===== config.mk =====
export PLATFORM = sky130hd
export DESIGN_NAME = ccd_readout_sequencer
export DESIGN_NICKNAME = d
export VERILOG_FILES = /design/src/rtl/ccd_readout_sequencer.sv
export SDC_FILE = /design/constraint.sdc
export NUM_CORES = 1
export LEC_CHECK = 0
export ABC_CLOCK_PERIOD_IN_PS = 4010
export BUFFER_PORTS_ARGS = -buffer_cell sky130_fd_sc_hd__buf_2
export CAP_MARGIN = 20
export CORE_AREA = 2 2 192 335
export CTS_CLUSTER_DIAMETER = 120
export DETAILED_ROUTE_END_ITERATION = 8
export DIE_AREA = 0 0 194 337
export PLACE_DENSITY_LB_ADDON = 0.05
export REMOVE_ABC_BUFFERS = 1
export SYNTH_ARGS = -nofsm -noshare
export SYNTH_HDL_FRONTEND = slang
export SYNTH_SLANG_ARGS = --single-unit

===== constraint.sdc =====
create_clock -name wb_clk_i -period 4.01 [get_ports wb_clk_i]
set_input_delay 1.203 -clock wb_clk_i [delete_from_list [all_inputs] [get_ports wb_clk_i]]
set_output_delay 1.203 -clock wb_clk_i [all_outputs]
set_load 0.1 [all_outputs]

===== src/rtl/ccd_readout_sequencer.sv =====
// rtl/ccd_readout_sequencer.sv - CCD pixel readout sequencer with ADC handshake, sample FIFO and Wishbone registers
//
// Purpose: follows the clock-waveform generator's phi_p/phi_r pads, settles after
// each reset-gate release, runs one ADC conversion per pixel, and queues
// {pixel index, sample} words for the management core.
//
// Ports:
//   wb_clk_i, wb_rst_i        clock, asynchronous active-high reset
//   wbs_stb_i/cyc_i/we_i      Wishbone slave controls
//   wbs_sel_i                 byte selects (ignored, word accesses only)
//   wbs_adr_i, wbs_dat_i      address / write data
//   wbs_ack_o, wbs_dat_o      acknowledge / read data
//   phi_p_i, phi_r_i          generator pads, asynchronous to wb_clk_i
//   adc_start_o               one-cycle conversion request
//   adc_done_i, adc_data_i    conversion complete pulse and result
//   irq_o                     level interrupt
//
// Registers (word offsets from BASE_ADDRESS):
//   +0x0 CTRL   [0] enable [1] irq_en [2] flush (write-1 pulse, reads 0)
//   +0x4 STATUS [0] empty [1] full [2] overflow [3] line_done [4] abort [5] timeout [15:8] level
//   +0x8 DATA   [11:0] sample [23:12] pixel index; reading pops
//   +0xC PIXCNT [11:0] pixels converted in the current line
//
// Build option: READOUT_ADC_TIMEOUT_EN adds a CONVERT watchdog (ADC_TIMEOUT cycles).

module ccd_readout_sequencer #(
  parameter logic [31:0] BASE_ADDRESS    = 32'h3000_0020,
  parameter int          PIXELS_PER_LINE = 2052,
  parameter int          SETTLE_CYCLES   = 4,
  parameter int          FIFO_DEPTH      = 16,
  parameter int          ADC_WIDTH       = 12,
  parameter int          ADC_TIMEOUT     = 255
) (
  input  logic                 wb_clk_i,
  input  logic                 wb_rst_i,
  input  logic                 wbs_stb_i,
  input  logic                 wbs_cyc_i,
  input  logic                 wbs_we_i,
  input  logic [3:0]           wbs_sel_i,
  input  logic [31:0]          wbs_adr_i,
  input  logic [31:0]          wbs_dat_i,
  output logic                 wbs_ack_o,
  output logic [31:0]          wbs_dat_o,
  input  logic                 phi_p_i,
  input  logic                 phi_r_i,
  output logic                 adc_start_o,
  input  logic                 adc_done_i,
  input  logic [ADC_WIDTH-1:0] adc_data_i,
  output logic                 irq_o
);

  localparam int          AW          = (FIFO_DEPTH > 1) ? $clog2(FIFO_DEPTH) : 1;
  localparam int          CW          = AW + 1;
  localparam logic [11:0] LAST_PIX    = 12'(PIXELS_PER_LINE - 1);
  localparam logic [7:0]  SETTLE_LAST = 8'(SETTLE_CYCLES);

  typedef enum logic [2:0] {
    ST_IDLE     = 3'd0,
    ST_WAIT_PIX = 3'd1,
    ST_SETTLE   = 3'd2,
    ST_CONVERT  = 3'd3,
    ST_STORE    = 3'd4
  } state_t;

  // Pad synchronisers: [0],[1] metastability stages, [2] history for edges.
  logic [2:0] phi_p_sync_q, phi_p_sync_d;
  logic [2:0] phi_r_sync_q, phi_r_sync_d;
  logic       phi_p_fall, phi_p_rise, phi_r_fall;

  state_t      state_q, state_d;
  logic [7:0]  settle_cnt_q, settle_cnt_d;
  logic        conv_started_q, conv_started_d;
  logic [11:0] sample_q, sample_d;
  logic [11:0] pix_cnt_q, pix_cnt_d;

  logic enable_q, enable_d;
  logic irq_en_q, irq_en_d;
  logic overflow_q, overflow_d;
  logic line_done_q, line_done_d;
  logic abort_q, abort_d;
  logic timeout_flag;

`ifdef READOUT_ADC_TIMEOUT_EN
  localparam logic [7:0] WDOG_LAST = 8'(ADC_TIMEOUT - 1);
  logic [7:0] wdog_q, wdog_d;
  logic       timeout_q, timeout_d;
`endif

  logic [23:0]   fifo_mem_q [FIFO_DEPTH];
  logic [AW-1:0] wr_ptr_q, wr_ptr_d;
  logic [AW-1:0] rd_ptr_q, rd_ptr_d;
  logic [CW-1:0] count_q, count_d;
  logic          empty, full;
  logic [23:0]   fifo_head;

  logic        ack_q, ack_d;
  logic        we_q, we_d;
  logic [1:0]  off_q, off_d;
  logic [5:0]  wdat_q, wdat_d;
  logic [31:0] adr_off;
  logic        in_win, wb_req;
  logic        wr_ctrl, wr_status, rd_data;
  logic [31:0] rdata;

  logic push_req, push_fire, pop_fire, flush, overflow_set;
  logic line_done_set, abort_set, timeout_set;
  logic adc_start;

  logic unused_bits;
  assign unused_bits = ^{wbs_sel_i, wbs_dat_i[31:6], adr_off[1:0]};

  // ---------------- synchronisers and edge detect ----------------
  always_comb begin
    phi_p_sync_d = {phi_p_sync_q[1:0], phi_p_i};
    phi_r_sync_d = {phi_r_sync_q[1:0], phi_r_i};
  end

  assign phi_p_fall = phi_p_sync_q[2] & ~phi_p_sync_q[1];
  assign phi_p_rise = ~phi_p_sync_q[2] & phi_p_sync_q[1];
  assign phi_r_fall = phi_r_sync_q[2] & ~phi_r_sync_q[1];

  // ---------------- Wishbone front end ----------------
  // One transfer is accepted per ack; ack_q blocks back-to-back acks so there
  // is always an idle cycle between them. Side effects happen on the ack cycle.
  assign adr_off = wbs_adr_i - BASE_ADDRESS;
  assign in_win  = (adr_off < 32'd16);
  assign wb_req  = wbs_stb_i & wbs_cyc_i & in_win & ~ack_q;

  always_comb begin
    ack_d  = wb_req;
    we_d   = we_q;
    off_d  = off_q;
    wdat_d = wdat_q;
    if (wb_req) begin
      we_d   = wbs_we_i;
      off_d  = adr_off[3:2];
      wdat_d = wbs_dat_i[5:0];
    end
  end

  assign wr_ctrl   = ack_q & we_q & (off_q == 2'd0);
  assign wr_status = ack_q & we_q & (off_q == 2'd1);
  assign rd_data   = ack_q & ~we_q & (off_q == 2'd2);

  // ---------------- sequencer FSM ----------------
  always_comb begin
    state_d        = state_q;
    settle_cnt_d   = settle_cnt_q;
    conv_started_d = 1'b0;
    sample_d       = sample_q;
    pix_cnt_d      = pix_cnt_q;
    push_req       = 1'b0;
    line_done_set  = 1'b0;
    abort_set      = 1'b0;
    timeout_set    = 1'b0;
    adc_start      = 1'b0;
`ifdef READOUT_ADC_TIMEOUT_EN
    wdog_d         = 8'd0;
`endif

    case (state_q)
      ST_IDLE: begin
        if (enable_q && phi_p_fall) begin
          pix_cnt_d = 12'd0;
          state_d   = ST_WAIT_PIX;
        end
      end
      ST_WAIT_PIX: begin
        if (phi_r_fall) begin
          settle_cnt_d = 8'd0;
          state_d      = ST_SETTLE;
        end
      end
      ST_SETTLE: begin
        // The entry cycle is the edge-detection cycle; the following
        // SETTLE_CYCLES cycles are the settle time proper.
        if (settle_cnt_q == SETTLE_LAST) begin
          state_d = ST_CONVERT;
        end else begin
          settle_cnt_d = settle_cnt_q + 8'd1;
        end
      end
      ST_CONVERT: begin
        adc_start      = ~conv_started_q;
        conv_started_d = 1'b1;
        if (adc_done_i) begin
          sample_d = 12'(adc_data_i);
          state_d  = ST_STORE;
        end
`ifdef READOUT_ADC_TIMEOUT_EN
        else if (wdog_q == WDOG_LAST) begin
          timeout_set = 1'b1;
          state_d     = ST_IDLE;
        end else begin
          wdog_d = wdog_q + 8'd1;
        end
`endif
      end
      ST_STORE: begin
        push_req  = 1'b1;
        pix_cnt_d = pix_cnt_q + 12'd1;
        if (pix_cnt_q == LAST_PIX) begin
          line_done_set = 1'b1;
          state_d       = ST_IDLE;
        end else begin
          state_d = ST_WAIT_PIX;
        end
      end
      default: state_d = ST_IDLE;
    endcase

    // Abort overrides the next state only; a STORE in this cycle still pushes.
    if ((state_q != ST_IDLE) && phi_p_rise) begin
      abort_set = 1'b1;
      state_d   = ST_IDLE;
    end
    if (!enable_q) begin
      state_d = ST_IDLE;
    end
  end

  assign adc_start_o = adc_start;

  // ---------------- sample FIFO ----------------
  assign empty     = (count_q == '0);
  assign full      = (count_q == CW'(FIFO_DEPTH));
  assign fifo_head = fifo_mem_q[rd_ptr_q];

  always_comb begin
    flush        = wr_ctrl & wdat_q[2];
    pop_fire     = rd_data & ~empty;
    // A pop in the same cycle frees the slot, so a full FIFO still accepts.
    push_fire    = push_req & ~flush & (~full | pop_fire);
    overflow_set = push_req & ~flush & full & ~pop_fire;

    wr_ptr_d = wr_ptr_q;
    rd_ptr_d = rd_ptr_q;
    count_d  = count_q;
    if (flush) begin
      wr_ptr_d = '0;
      rd_ptr_d = '0;
      count_d  = '0;
    end else begin
      if (push_fire) wr_ptr_d = wr_ptr_q + AW'(1);
      if (pop_fire)  rd_ptr_d = rd_ptr_q + AW'(1);
      case ({push_fire, pop_fire})
        2'b10:   count_d = count_q + CW'(1);
        2'b01:   count_d = count_q - CW'(1);
        default: count_d = count_q;
      endcase
    end
  end

  always_ff @(posedge wb_clk_i) begin
    if (push_fire) begin
      fifo_mem_q[wr_ptr_q] <= {pix_cnt_q, sample_q};
    end
  end

  // ---------------- control / status registers ----------------
  always_comb begin
    enable_d    = wr_ctrl ? wdat_q[0] : enable_q;
    irq_en_d    = wr_ctrl ? wdat_q[1] : irq_en_q;
    // Set beats W1C when both land in the same cycle.
    overflow_d  = overflow_set  | (overflow_q  & ~(wr_status & wdat_q[2]));
    line_done_d = line_done_set | (line_done_q & ~(wr_status & wdat_q[3]));
    abort_d     = abort_set     | (abort_q     & ~(wr_status & wdat_q[4]));
`ifdef READOUT_ADC_TIMEOUT_EN
    timeout_d   = timeout_set   | (timeout_q   & ~(wr_status & wdat_q[5]));
`endif
  end

`ifdef READOUT_ADC_TIMEOUT_EN
  assign timeout_flag = timeout_q;
`else
  assign timeout_flag = 1'b0 & timeout_set;
`endif

  always_comb begin
    rdata = 32'd0;
    case (off_q)
      2'd0:    rdata = {30'd0, irq_en_q, enable_q};
      2'd1:    rdata = {16'd0, 8'(count_q), 2'b00, timeout_flag, abort_q,
                        line_done_q, overflow_q, full, empty};
      2'd2:    rdata = empty ? 32'd0 : {8'd0, fifo_head};
      default: rdata = {20'd0, pix_cnt_q};
    endcase
  end

  assign wbs_ack_o = ack_q;
  assign wbs_dat_o = ack_q ? rdata : 32'd0;
  assign irq_o     = irq_en_q & (line_done_q | overflow_q | abort_q | timeout_flag | ~empty);

  // ---------------- state registers ----------------
  always_ff @(posedge wb_clk_i or posedge wb_rst_i) begin
    if (wb_rst_i) begin
      phi_p_sync_q   <= 3'd0;
      phi_r_sync_q   <= 3'd0;
      state_q        <= ST_IDLE;
      settle_cnt_q   <= 8'd0;
      conv_started_q <= 1'b0;
      sample_q       <= 12'd0;
      pix_cnt_q      <= 12'd0;
      enable_q       <= 1'b0;
      irq_en_q       <= 1'b0;
      overflow_q     <= 1'b0;
      line_done_q    <= 1'b0;
      abort_q        <= 1'b0;
      wr_ptr_q       <= '0;
      rd_ptr_q       <= '0;
      count_q        <= '0;
      ack_q          <= 1'b0;
      we_q           <= 1'b0;
      off_q          <= 2'd0;
      wdat_q         <= 6'd0;
`ifdef READOUT_ADC_TIMEOUT_EN
      wdog_q         <= 8'd0;
      timeout_q      <= 1'b0;
`endif
    end else begin
      phi_p_sync_q   <= phi_p_sync_d;
      phi_r_sync_q   <= phi_r_sync_d;
      state_q        <= state_d;
      settle_cnt_q   <= settle_cnt_d;
      conv_started_q <= conv_started_d;
      sample_q       <= sample_d;
      pix_cnt_q      <= pix_cnt_d;
      enable_q       <= enable_d;
      irq_en_q       <= irq_en_d;
      overflow_q     <= overflow_d;
      line_done_q    <= line_done_d;
      abort_q        <= abort_d;
      wr_ptr_q       <= wr_ptr_d;
      rd_ptr_q       <= rd_ptr_d;
      count_q        <= count_d;
      ack_q          <= ack_d;
      we_q           <= we_d;
      off_q          <= off_d;
      wdat_q         <= wdat_d;
`ifdef READOUT_ADC_TIMEOUT_EN
      wdog_q         <= wdog_d;
      timeout_q      <= timeout_d;
`endif
    end
  end

endmodule


## Word-level counts from Yosys, hierarchy flattened

Memory sizes are Yosys's and may differ from the RTL's.
Cells that the tools add are included.

| storage, ports and cells | value |
|---|---|
| register bits | 69 |
| memory bits (writable) | 384 |
| logic and storage cells | 135 |
| memories | 1 |

Memories:

| memory | words | width | read ports | clocked after Yosys merged registers in | write ports | RTL line | RTL |
|---|---|---|---|---|---|---|---|
| fifo_mem_q | 16 | 24 | 1 | 0 | 1 | 89 | `logic [23:0] fifo_mem_q [FIFO_DEPTH];` |

| cells by class | value |
|---|---|
| add/sub/neg operators | 7 |
| order comparisons | 1 |
| equality and inequality tests | 18 |
| multiplexer cells | 30 |
| bitwise logic cells | 44 |
| reductions and logical operators | 15 |

Operator list:

| kind | count |
|---|---|
| $pmux W24 S3 | 1 |
| $lt A32 B5 Y1 const B | 1 |
| $mux W32 | 1 |
| $sub A32 B30 Y32 const B | 1 |
| $and A1 B1 Y1 | 24 |
| $mux W24 | 1 |
| $pmux W12 S2 | 1 |
| $mux W3 | 6 |
| $mux W4 | 4 |
| $mux W8 | 2 |
| $ne A4 B4 Y1 const B | 4 |
| $pmux W8 S2 | 1 |
| $pmux W3 S5 | 1 |
| $not A1 Y1 | 13 |
| $add A12 B1 Y12 const B | 1 |
| $eq A12 B12 Y1 const B | 1 |
| $mux W12 | 1 |
| $pmux W5 S2 | 1 |
| $mux W1 | 9 |
| $add A4 B1 Y4 const B | 2 |
| $add A8 B1 Y8 const B | 1 |
| $eq A8 B3 Y1 const B | 1 |
| $reduce_bool A2 Y1 | 4 |
| $or A1 B1 Y1 | 7 |
| 18 further kinds | 26 |

## Logic depth before layout (Yosys ltp)

| depth | value |
|---|---|
| depth in word-level cells | 9 |
| mapped depth | 11 |

## Worst setup path after synthesis

Ideal clock, no wire load.

| timing path | value |
|---|---|
| kind | reg-to-output |
| start point | register rd_ptr_q[1] |
| end point | output port wbs_dat_o[16] |
| data arrival time | 3.105 ns |
| data required time | 2.807 ns |
| slack | -0.298 ns |
| stages on the path, launching flop included | 7 |
| path buffers | 3 |
| path through | dfrtp_1 clkbuf_1 clkbuf_1 clkbuf_1 mux4_2 mux4_2 nor2b_1 |

| between the ends | value |
|---|---|
| cells in the longest elaborated chain, start to end | 4 |

RTL lines:

| element | RTL line | RTL |
|---|---|---|
| from (decl) | 91 | `logic [AW-1:0] rd_ptr_q, rd_ptr_d;` |
| from (signal assigned) | 334 | `rd_ptr_q <= rd_ptr_d;` |
| $mem_v2 Z16 W24 | -- |  |
| $mux W24 | 285 | `2'd2: rdata = empty ? 32'd0 : {8'd0, fifo_head};` |
| $pmux W24 S3 | 281 | `case (off_q)` |
| $mux W32 | 291 | `assign wbs_dat_o = ack_q ? rdata : 32'd0;` |
| to (decl) | 43 | `output logic [31:0] wbs_dat_o,` |

Every way passes these cells.

## Final worst setup path

| timing path | value |
|---|---|
| start point | register rd_ptr_q[0] |
| end point | output port wbs_dat_o[9] |

The elaborated chain is that of the path after synthesis.

==> impl_metrics.py <==
metrics = {
    "outcome": {
        "run_status": "complete, but fails checks",
        "failing_checks": "setup timing",
    },
    "cells_and_area": {
        "design.final.nets": 1282,
        "stdcell_count": 2024,
        "num_antenna_cells": 0,
        "areaGrowthSynthToFinish_pct": 24.12,
        "layout-drive-gt1-share_pct": 36.45,
    },
    "setup_path": {
        "rr_startpoint": "off_q[0]$_DFFE_PP0P_",
        "critical_path.endpoint_type": "primary output",
        "regToRegSetupSlack_ps": 570,
        "worst_reg_to_reg_cells": 7,
        "critPathLaunchType": "flop",
        "cp.required_ps": 2810,
        "crit_type": "reg -> out",
        "r2r-end": "fifo_mem_q[3][7]$_DFFE_PP_",
        "crit_path_max_fanout": 6,
        "worst-endpoint-arrival_ps": 2960,
    },
    "sta": {
        "maximum_clock_skew_at_final_layout_ps": 20.92,
        "rsz_0062_raised_after_global_routing": "true",
        "slew-limit-headroom_pct": 37.99,
        "hold_violations": 0,
        "fmaxAchievable_mhz": 240.1,
        "final.min_clock_period_ps": 4165,
        "timing.final.setup_violations": 23,
        "final.setup.worst_slack_ps": -154.5,
        "fin_setup_tns_ps": -2092,
        "final.period_utilization_pct": 103.9,
        "max_slew.worst_pin.slew_ps": 927.9,
        "holdWs_ps": 348.1,
        "slew_violations": 0,
    },
    "drt": {
        "router_iterations_before_antenna_repair": 6,
        "finalWirelength_mm": 53.71,
        "antenna_violating_nets_remaining": 0,
        "routedWlPerCell_um": 26.54,
        "route.detailed.vias_per_inst": 4.825,
        "detailedRoute.firstIterationViolations": 601,
        "dr_total_vias": 9766,
        "post-route-drc-count": 0,
    },
    "die": {
        "std_cell_rows": 122,
        "io_pins": 123,
        "die_area_um2": 65380,
        "die_x_um": 194,
        "placeableCoreArea_um2": 62890,
        "floorplan.die.height_um": 337,
        "start_util_pct": 29.57,
    },
    "worst_hold_path": {
        "hold_end": "phi_r_sync_q[1]$_DFF_PP0_",
        "hold_path_startpoint": "phi_r_sync_q[0]$_DFF_PP0_",
        "worstHoldPathType": "reg -> reg",
        "holdPathStages": 0,
    },
    "yosys": {
        "post_synth_fa_ha_maj_area_fraction_pct": 0.9151,
        "syn_avg_cell_area_um2": 18.48,
        "dominant_combinational_cell_family_by_area_after_synthesis": "multiplexers",
        "syn_inst": 1006,
        "synth.cells.most_frequent": "sky130_fd_sc_hd__edfxtp_1 (384), sky130_fd_sc_hd__mux4_2 (120), sky130_fd_sc_hd__dfrtp_1 (69)",
        "synth_flop_cell": "sky130_fd_sc_hd__edfxtp_1",
        "netlist.area_leader.share_pct": 62.01,
        "netlist-cell-type-count": 58,
        "synth_enable_flop_cells": 384,
        "synth_area_um2": 18600,
        "synth-async-reset-ratio_pct": 15.23,
        "ys.warnings.count": 0,
        "xor_xnor_fraction_of_synth_area_pct": 0.8007,
        "synth_sequential_area_ratio_pct": 71.30,
        "synth_area_leader_cell": "sky130_fd_sc_hd__edfxtp_1",
        "muxShareOfSynthArea_pct": 16.45,
        "synth-simple-area-share_pct": 6.197,
        "post-synth-top-count-cell": "sky130_fd_sc_hd__edfxtp_1",
        "postSynthRegisterBits": 453,
        "synth.top_cells.by_area": "sky130_fd_sc_hd__edfxtp_1 (62%), sky130_fd_sc_hd__mux4_2 (15%), sky130_fd_sc_hd__dfrtp_1 (9.3%), sky130_fd_sc_hd__mux2_2 (1.3%), sky130_fd_sc_hd__nor2_1 (1.0%)",
        "synth-compound-area-share_pct": 2.577,
    },
    "global_routing": {
        "number_of_antenna_violations_at_the_first_check_in_global_routing": 1,
        "grt.overflow.total": 0,
        "grt_start_max_net_pins": 41,
        "globalRouteTotalUtil_pct": 16.54,
        "grt_first_pass_wirelength_mm": 76.74,
        "number_of_global_route_vias_before_repair": 10510,
    },
    "cts": {
        "clock_tree.htree_level_count": 2,
        "cts_num_sinks": 453,
        "clock_tree.buffer_depth": 3,
        "clk_latency_ps": 590,
        "path_clk_slew_ps": 60,
        "clock_buffers_created_by_tritoncts": 45,
        "cts.root.buffer_cell": "sky130_fd_sc_hd__clkbuf_16",
        "cts_tree": "built",
    },
    "power": {
        "p_per_area_nw_per_um2": 409.1,
        "power.ir.vdd_worst_v": 0.0002916,
        "power_leakage_nw": 6.688,
    },
    "placement": {
        "gp_congestion": 0.7664,
        "hpwl_mm": 33.44,
        "placedCellCount": 1918,
        "pre_cts_slack_ps": 237.4,
        "port_buffers": 81,
    },
    "job": {
        "maxCapViolations": 0,
    },
}
-- sequential cells by signal (all words and copies together), names as in the netlist --
name            flops
abort_q             1
state_q             3
off_q               2
irq_en_q            1
overflow_q          1
phi_r_sync_q        3
conv_started_q      1
fifo_mem_q        384
we_q                1
wdat_q              5
rd_ptr_q            4
enable_q            1
wr_ptr_q            4
line_done_q         1
pix_cnt_q          12
sample_q           12
wbs_ack_o           1
settle_cnt_q        8
phi_p_sync_q        3
count_q             5
-- metrics by stage --
step           area [um^2]  util [%]  total power (W)
2_1_floorplan        18370         -         0.005207
3_3_place_gp         20830     33.11         0.005258
3_5_place_dp         20830     33.11         0.005259
4_1_cts              22970     36.53         0.009590
5_1_grt              23080     36.70         0.009739
6_report             23080     36.70         0.009442
-- cell usage in the layout (no fill, tap or decap), types with 10 or more instances in the layout --
master                        n
sky130_fd_sc_hd__dfrtp_1     66
sky130_fd_sc_hd__nor2_1      42
sky130_fd_sc_hd__nand3_1     21
sky130_fd_sc_hd__nor2b_4     10
sky130_fd_sc_hd__buf_2       57
sky130_fd_sc_hd__o21ai_0     30
sky130_fd_sc_hd__clkinv_2    11
sky130_fd_sc_hd__nor3_1      12
sky130_fd_sc_hd__clkbuf_16   49
sky130_fd_sc_hd__mux2i_1     12
sky130_fd_sc_hd__mux4_2     120
sky130_fd_sc_hd__edfxtp_1   384
sky130_fd_sc_hd__buf_12      42
sky130_fd_sc_hd__nand4_1     11
sky130_fd_sc_hd__nand2_1     47
sky130_fd_sc_hd__clkbuf_1    12
sky130_fd_sc_hd__inv_1       19
sky130_fd_sc_hd__mux2_2      21
sky130_fd_sc_hd__buf_4       51
sky130_fd_sc_hd__ha_1        12
-- per-layer routing --
| metal | wire length [um] | track usage [%] |
|---|---|---|
| met2 | 29970 | 31.63 |
| met1 | 21000 | 19.21 |
| met3 | 1452 | 2.081 |
| met5 | 0 | 0 |
| met4 | 1280 | 4.787 |
-- worst max-delay path, stage by stage (launching register included) --
cell	delay [ps]
sky130_fd_sc_hd__dfrtp_4	500
sky130_fd_sc_hd__buf_12	160
sky130_fd_sc_hd__buf_12	140
sky130_fd_sc_hd__buf_16	140
sky130_fd_sc_hd__mux4_2	420
sky130_fd_sc_hd__mux4_2	550
sky130_fd_sc_hd__a21oi_2	170
sky130_fd_sc_hd__nor2b_2	90
sky130_fd_sc_hd__buf_12	170
-- worst max path at each step --
stage | from | end | slack, ps | cells past startpoint
4_1_cts | rd_ptr_q[0]$_DFFE_PP0P_ | wbs_dat_o[9] | -190 | 8
3_3_place_gp | rd_ptr_q[0]$_DFFE_PP0P_ | wbs_dat_o[12] | 250 | 6
2_1_floorplan | rd_ptr_q[0]$_DFFE_PP0P_ | wbs_dat_o[1] | -3410 | 5
6_report | rd_ptr_q[0]$_DFFE_PP0P_ | wbs_dat_o[9] | -150 | 8
3_5_place_dp | rd_ptr_q[0]$_DFFE_PP0P_ | wbs_dat_o[23] | 240 | 6
5_1_grt | rd_ptr_q[0]$_DFFE_PP0P_ | wbs_dat_o[9] | -220 | 8
-- cell type report --
class                      instances  area (um^2)
sequential                       453        13270
tap                              806         1008
timing repair buffer             172         1961
clock buffer                      64         1279
inverter                          20        76.32
clock inverter                    20        202.7
fill                            5935        39810
multi-input combinational        489         5288
-- cell families after synthesis --
group / count (synthesis)
simple gates: 220
other cells: 1
fa+ha+maj: 13
buf+inv: 71
flops: 453
mux: 153
compound gates: 78
xor+xnor: 17
-- where the power goes --
| part | internal (W) | leakage [nW] | switching [W] |
|---|---|---|---|
| Clock | 0.00243 | 0.727 | 0.00186 |
| Combinational | 0.0000315 | 2.38 | 0.0000792 |
| Sequential | 0.00504 | 3.58 | 0.00000121 |
-- what timing repair did --
action,4_1_cts,5_1_grt
gates resized for setup,82,25
endpoints found under the setup margin,24,24
pin swaps,5,5
hold buffers,0,0
buffers inserted,14,2
cloned,7,1
(Power assumes the default switching activity.)
